### config.mk
export PLATFORM = sky130hd
export DESIGN_NAME = seg_mult_seq
export DESIGN_NICKNAME = d
export VERILOG_FILES = /design/src/rtl/seg_mult_pkg.sv /design/src/rtl/seg_mult_ctrl.sv /design/src/rtl/seg_mult_seq.sv
export SDC_FILE = /design/constraint.sdc
export NUM_CORES = 1
export LEC_CHECK = 0
export BUFFER_PORTS_ARGS = -buffer_cell sky130_fd_sc_hd__buf_4
export CAP_MARGIN = 20
export CORE_MARGIN = 2
export CORE_UTILIZATION = 40
export DETAILED_ROUTE_END_ITERATION = 8
export GPL_TIMING_DRIVEN = 0
export MAX_ROUTING_LAYER = met4
export SKIP_LAST_GASP = 1
export SYNTH_ARGS = -nofsm -noshare
export SYNTH_HDL_FRONTEND = slang
export SYNTH_HIERARCHICAL = 1
export SYNTH_SLANG_ARGS = --single-unit
### constraint.sdc
create_clock -name clk -period 6.9 [get_ports clk]
set_clock_uncertainty 0.2 [all_clocks]
set_input_delay 0.345 -clock clk [delete_from_list [all_inputs] [get_ports clk]]
set_output_delay 0.345 -clock clk [all_outputs]
set_load 0.005 [all_outputs]
### src/rtl/seg_mult_pkg.sv
// Shared types and width helpers for the segmented sequential multiplier.
// Width helpers keep every select/shift port at least one bit wide.
package seg_mult_pkg;

  typedef enum logic [1:0] {
    IDLE = 2'd0,
    RUN  = 2'd1,
    DONE = 2'd2
  } state_t;

  function automatic int nseg_of(input int width, input int seg);
    return width / seg;
  endfunction

  function automatic int sel_width(input int nseg);
    return (nseg > 1) ? $clog2(nseg) : 1;
  endfunction

  // shift_sel spans 0 .. 2*NSEG-2
  function automatic int shift_width(input int nseg);
    return ((2 * nseg - 1) > 1) ? $clog2(2 * nseg - 1) : 1;
  endfunction

endpackage

### src/rtl/seg_mult_ctrl.sv
// Sequencer for the segmented multiplier: IDLE/RUN/DONE FSM plus the
// segment-pair counters that walk (sel_a, sel_b) with sel_b innermost.
module seg_mult_ctrl
  import seg_mult_pkg::*;
#(
  parameter int NSEG = 2
) (
  input  logic                          clk,
  input  logic                          rst,
  input  logic                          start,
  output logic                          busy,
  output logic                          done,
  output logic                          run,
  output logic                          accept,
  output logic                          last_step,
  output logic [sel_width(NSEG)-1:0]    sel_a,
  output logic [sel_width(NSEG)-1:0]    sel_b,
  output logic [shift_width(NSEG)-1:0]  shift_sel
);

  localparam int SW  = sel_width(NSEG);
  localparam int SHW = shift_width(NSEG);
  localparam logic [SW-1:0] LAST_SEL = SW'(NSEG - 1);

  state_t          state_reg, state_next;
  logic [SW-1:0]   sel_a_reg, sel_a_next;
  logic [SW-1:0]   sel_b_reg, sel_b_next;

  always_ff @(posedge clk) begin
    if (rst) begin
      state_reg <= IDLE;
      sel_a_reg <= '0;
      sel_b_reg <= '0;
    end else begin
      state_reg <= state_next;
      sel_a_reg <= sel_a_next;
      sel_b_reg <= sel_b_next;
    end
  end

  // Counters return to zero on the final step, so they read 0 outside RUN.
  always_comb begin
    state_next = state_reg;
    sel_a_next = sel_a_reg;
    sel_b_next = sel_b_reg;
    case (state_reg)
      IDLE: begin
        if (start) begin
          state_next = RUN;
          sel_a_next = '0;
          sel_b_next = '0;
        end
      end
      RUN: begin
        if (sel_b_reg == LAST_SEL) begin
          sel_b_next = '0;
          if (sel_a_reg == LAST_SEL) begin
            sel_a_next = '0;
            state_next = DONE;
          end else begin
            sel_a_next = sel_a_reg + 1'b1;
          end
        end else begin
          sel_b_next = sel_b_reg + 1'b1;
        end
      end
      DONE: state_next = IDLE;
      default: begin
        state_next = IDLE;
        sel_a_next = '0;
        sel_b_next = '0;
      end
    endcase
  end

  assign busy      = (state_reg != IDLE);
  assign done      = (state_reg == DONE);
  assign run       = (state_reg == RUN);
  assign accept    = (state_reg == IDLE) && start;
  assign last_step = run && (sel_a_reg == LAST_SEL) && (sel_b_reg == LAST_SEL);
  assign sel_a     = sel_a_reg;
  assign sel_b     = sel_b_reg;
  assign shift_sel = SHW'(sel_a_reg) + SHW'(sel_b_reg);

endmodule

### src/rtl/seg_mult_seq.sv
// WIDTH x WIDTH unsigned multiplier that reuses one SEG x SEG multiplier,
// accumulating one shifted partial product per cycle.
module seg_mult_seq
  import seg_mult_pkg::*;
#(
  parameter int WIDTH = 8,
  parameter int SEG   = 4
) (
  input  logic                                   clk,
  input  logic                                   rst,
  input  logic                                   start,
  input  logic [WIDTH-1:0]                       a,
  input  logic [WIDTH-1:0]                       b,
  output logic                                   busy,
  output logic                                   done,
  output logic [2*WIDTH-1:0]                     product,
  output logic [sel_width(WIDTH/SEG)-1:0]        sel_a,
  output logic [sel_width(WIDTH/SEG)-1:0]        sel_b,
  output logic [shift_width(WIDTH/SEG)-1:0]      shift_sel
);

  localparam int NSEG = nseg_of(WIDTH, SEG);
  localparam int PW   = 2 * WIDTH;

  generate
    if ((SEG < 1) || ((WIDTH % SEG) != 0)) begin : g_bad_params
      $error("seg_mult_seq: WIDTH must be a positive multiple of SEG");
    end
  endgenerate

  logic              run, accept, last_step;
  logic [WIDTH-1:0]  a_reg, b_reg;
  logic [PW-1:0]     acc_reg, product_reg;
  logic [SEG-1:0]    a_seg [NSEG];
  logic [SEG-1:0]    b_seg [NSEG];
  logic [SEG-1:0]    a_cur, b_cur;
  logic [2*SEG-1:0]  pp;
  logic [PW-1:0]     pp_shifted, acc_sum;

  seg_mult_ctrl #(
    .NSEG(NSEG)
  ) u_ctrl (
    .clk       (clk),
    .rst       (rst),
    .start     (start),
    .busy      (busy),
    .done      (done),
    .run       (run),
    .accept    (accept),
    .last_step (last_step),
    .sel_a     (sel_a),
    .sel_b     (sel_b),
    .shift_sel (shift_sel)
  );

  genvar gi;
  generate
    for (gi = 0; gi < NSEG; gi++) begin : g_seg
      assign a_seg[gi] = a_reg[gi*SEG +: SEG];
      assign b_seg[gi] = b_reg[gi*SEG +: SEG];
    end
  endgenerate

  assign a_cur      = a_seg[sel_a];
  assign b_cur      = b_seg[sel_b];
  assign pp         = {{SEG{1'b0}}, a_cur} * {{SEG{1'b0}}, b_cur};
  assign pp_shifted = PW'(pp) << (shift_sel * SEG);
  assign acc_sum    = acc_reg + pp_shifted;

  // product loads on the last RUN step so it is already valid during DONE.
  always_ff @(posedge clk) begin
    if (rst) begin
      a_reg       <= '0;
      b_reg       <= '0;
      acc_reg     <= '0;
      product_reg <= '0;
    end else if (accept) begin
      a_reg   <= a;
      b_reg   <= b;
      acc_reg <= '0;
    end else if (run) begin
      acc_reg <= acc_sum;
      if (last_step) begin
        product_reg <= acc_sum;
      end
    end
  end

  assign product = product_reg;

endmodule

==> results.yml <==
status:
  outcome: "complete, no violations"
critical_path:
  slowest_stage: "fa_1"
  path_max_fanout: 7
  crit_chain: "clkbuf_1 -> mux2i_1 -> or2_2 -> fa_1 -> inv_1 -> fa_1 -> ha_1 -> a211oi_1 -> o21ai_0 -> xnor2_1 -> nor2_1 -> nor2_1 -> nor2_1 -> ha_1 -> nand2_1 -> nor3_1 -> o31a_1 -> o221ai_1 -> or4b_1 -> nand3_1"
  path_class: "reg2reg"
  cp_slowest_stage_delay_ns: 0.54
  worst_ep_required_time_ns: 6.96
  cpMostUsedCell: "nor2_1"
  cp-end-kind: "flop"
  start_kind: "flop"
  arrival_ns: 5.98
sta:
  post-route-min-period_ns: 5.919
  finalSetupViolations: 0
  hold_violations: 0
  max_freq_mhz: 169.0
  slew_headroom_pct: 52.40
  rsz0062_at_grt: "no"
  worstMarginPinSlew_ns: 0.7140
  slew_violations: 0
  finalSetupTns_ns: 0
  fin_ws_ns: 0.9812
  period_share_pct: 85.78
logic_synthesis:
  ys.flop_type: "dfxtp_1"
  yosys_warnings: 6
  synth_fa_ha_area_share_pct: 12.79
  yosys.area_share.simple_pct: 26.89
  synth_cells: 429
  synth-xor-area-share_pct: 2.487
  synth_top_family_by_area: "simple AND/OR/NAND/NOR gates"
  synth.area.mux_share_pct: 9.130
  synth-compound-area-share_pct: 15.31
  ys_seq_elements: 52
  async_flop_share_pct: 0
  synth_edf_count: 0
  syn_nets: 481
  synth_cell_types: 53
  seq_area_frac_synth_pct: 29.56
  synthesis.area_sq_mm: 0.003522
  syn-mean-instance-area_sq_um: 8.210
clocking:
  cts_tree: "built"
  post-cts-setup-buffer-count: 0
  clkSinkCount: 52
  hold_buffers: 0
  clk_pin_slew_ns: 0.11
  root_buffer: "clkbuf_8"
  cts_buffers: 5
  cts_resized: 0
  clockBufferDepth: 2
  cts-htree-levels: 2
  insertion_delay_ns: 0.31
routing:
  routed_wl_microns: 8690
  route.detailed.drc: 0
  wire_per_inst_microns: 14.85
  ant_nets: 0
  first_pass_iters: 4
  vias: 3199
  drtIter0Drc: 118
  via_per_inst: 5.468
layout:
  final_nets: 528
  n_antenna_cell: 0
  mostFrequentLayoutCell: "nor2_1"
  mostFrequentLayoutCells: "57 x nor2_1, 52 x dfxtp_1, 40 x buf_4"
  final.fill_count: 890
  area_growth_pct: 15.10
  drive_gt1_share_pct: 12.79
die:
  dieHeight_microns: 97.84
  core_region_area_sq_mm: 0.008636
  die_w_microns: 97.84
  initial_utilization_pct: 40.79
  ios: 41
  num_rows: 34
  die-area_sq_mm: 0.009572
grt:
  grtUsageTotal_pct: 19.36
  grt_max_degree: 19
  grt_first_pass_wirelength_microns: 14940
  grt_remaining_overflow: 0
  antenna_found_initial: 0
  first_global_vias: 3210
placed_design:
  gp_congestion: 0.9933
  dp_hpwl_microns: 6840
  pre_cts_slack_ns: 0.9905
  port_buffers: 40
pwr:
  vdd_drop_max_uv: 84.68
  powerDensity_mw_per_mm2: 143.5
  p_leak_nw: 1.694
run:
  drv_cap: 0
hold_path:
  hold_class: "in2reg"
-- critical path, delay by kind of cell, from the launching register on --
kind | cells | cell delay [ns]
buffers and inverters | 2 | 0.38
AOI/OAI and AO/OA | 4 | 1.09
DFF | 1 | 0.48
muxes | 1 | 0.20
xor gates and xnor gates | 1 | 0.22
and+or+nand+nor | 8 | 1.53
adders and majority gates | 4 | 1.76
-- synthesized netlist by cell type (all sizes together), types with 9 or more instances --
master	number	area, sq um
nand3b	14	105.1
nand2	32	120.1
o211ai	9	67.56
nor2	57	214.0
nand3	14	70.07
nor2b	10	70.06
o21ai	14	70.06
nor3	12	60.06
ha	28	350.3
nand2b	9	56.30
clkbuf	17	63.81
dfxtp	52	1041
inv	16	60.06
a21oi	24	120.1
mux2i	31	310.3
or2	9	56.31
-- cell type report --
type	count	area [sq um]	area share (%)
buffer	20	75.07	1.852
tap	108	135.1	3.333
clock buffer	5	68.82	1.698
inverter	16	60.06	1.481
multi-input combinational	341	2346	57.87
timing repair buffer	40	300.3	7.407
sequential	52	1041	25.68
clock inverter	3	27.53	0.6790
-- power breakdown --
group / leakage, nW / internal (mW) / total, mW / switching, mW
Combinational: 1.23 / 0.0349 / 0.0807 / 0.0457
Clock: 0.0463 / 0.0748 / 0.188 / 0.114
Sequential: 0.422 / 0.308 / 0.313 / 0.00529
Total: 1.69 / 0.417 / 0.582 / 0.165
-- metrics by stage --
step | instance area [sq um] | power (mW) | utilization [%] | std cells | hold WS [ns]
floorplan | 3522 | 0.3727 | - | 429 | 0.2219
finish | 4054 | 0.5819 | 46.94 | 585 | 0.03330
global route | 4054 | 0.6144 | 46.94 | 585 | 0.02886
detailed placement | 3958 | 0.4011 | 45.83 | 577 | 0.2500
global placement | 3958 | 0.3992 | 45.83 | 577 | 0.2491
CTS | 4054 | 0.5925 | 46.94 | 585 | 0.02497
-- routing by layer --
metal	GRT usage, %	vias up	routed length, microns
met4	6.303	0	264
met1	25.08	1486	4090
met5	-	-	0
li1	-	1619	-
met2	31.24	71	3988
met3	2.720	23	346
-- kinds of logic (layout without fill, tap and decap cells) --
family          count (synthesis)  count (layout)
fa+ha+maj                      33              33
flops                          52              52
xor+xnor                       10              10
mux                            32              32
buf+inv                        36              84
simple gates                  183             183
compound gates                 83              83
-- final timing paths --
| check | from | endpoint | slack (ns) | depth (start not counted) |
|---|---|---|---|---|
| max reg2reg | u_ctrl/sel_a | acc_reg[14] | 0.98 | 20 |
| min reg2reg | product[3] | product[3] | 0.27 | 2 |
| min | rst | u_ctrl/state_reg[0] | 0.03 | 2 |
| max | u_ctrl/sel_a | acc_reg[14] | 0.98 | 20 |
Power figures use the tool's default switching activity.
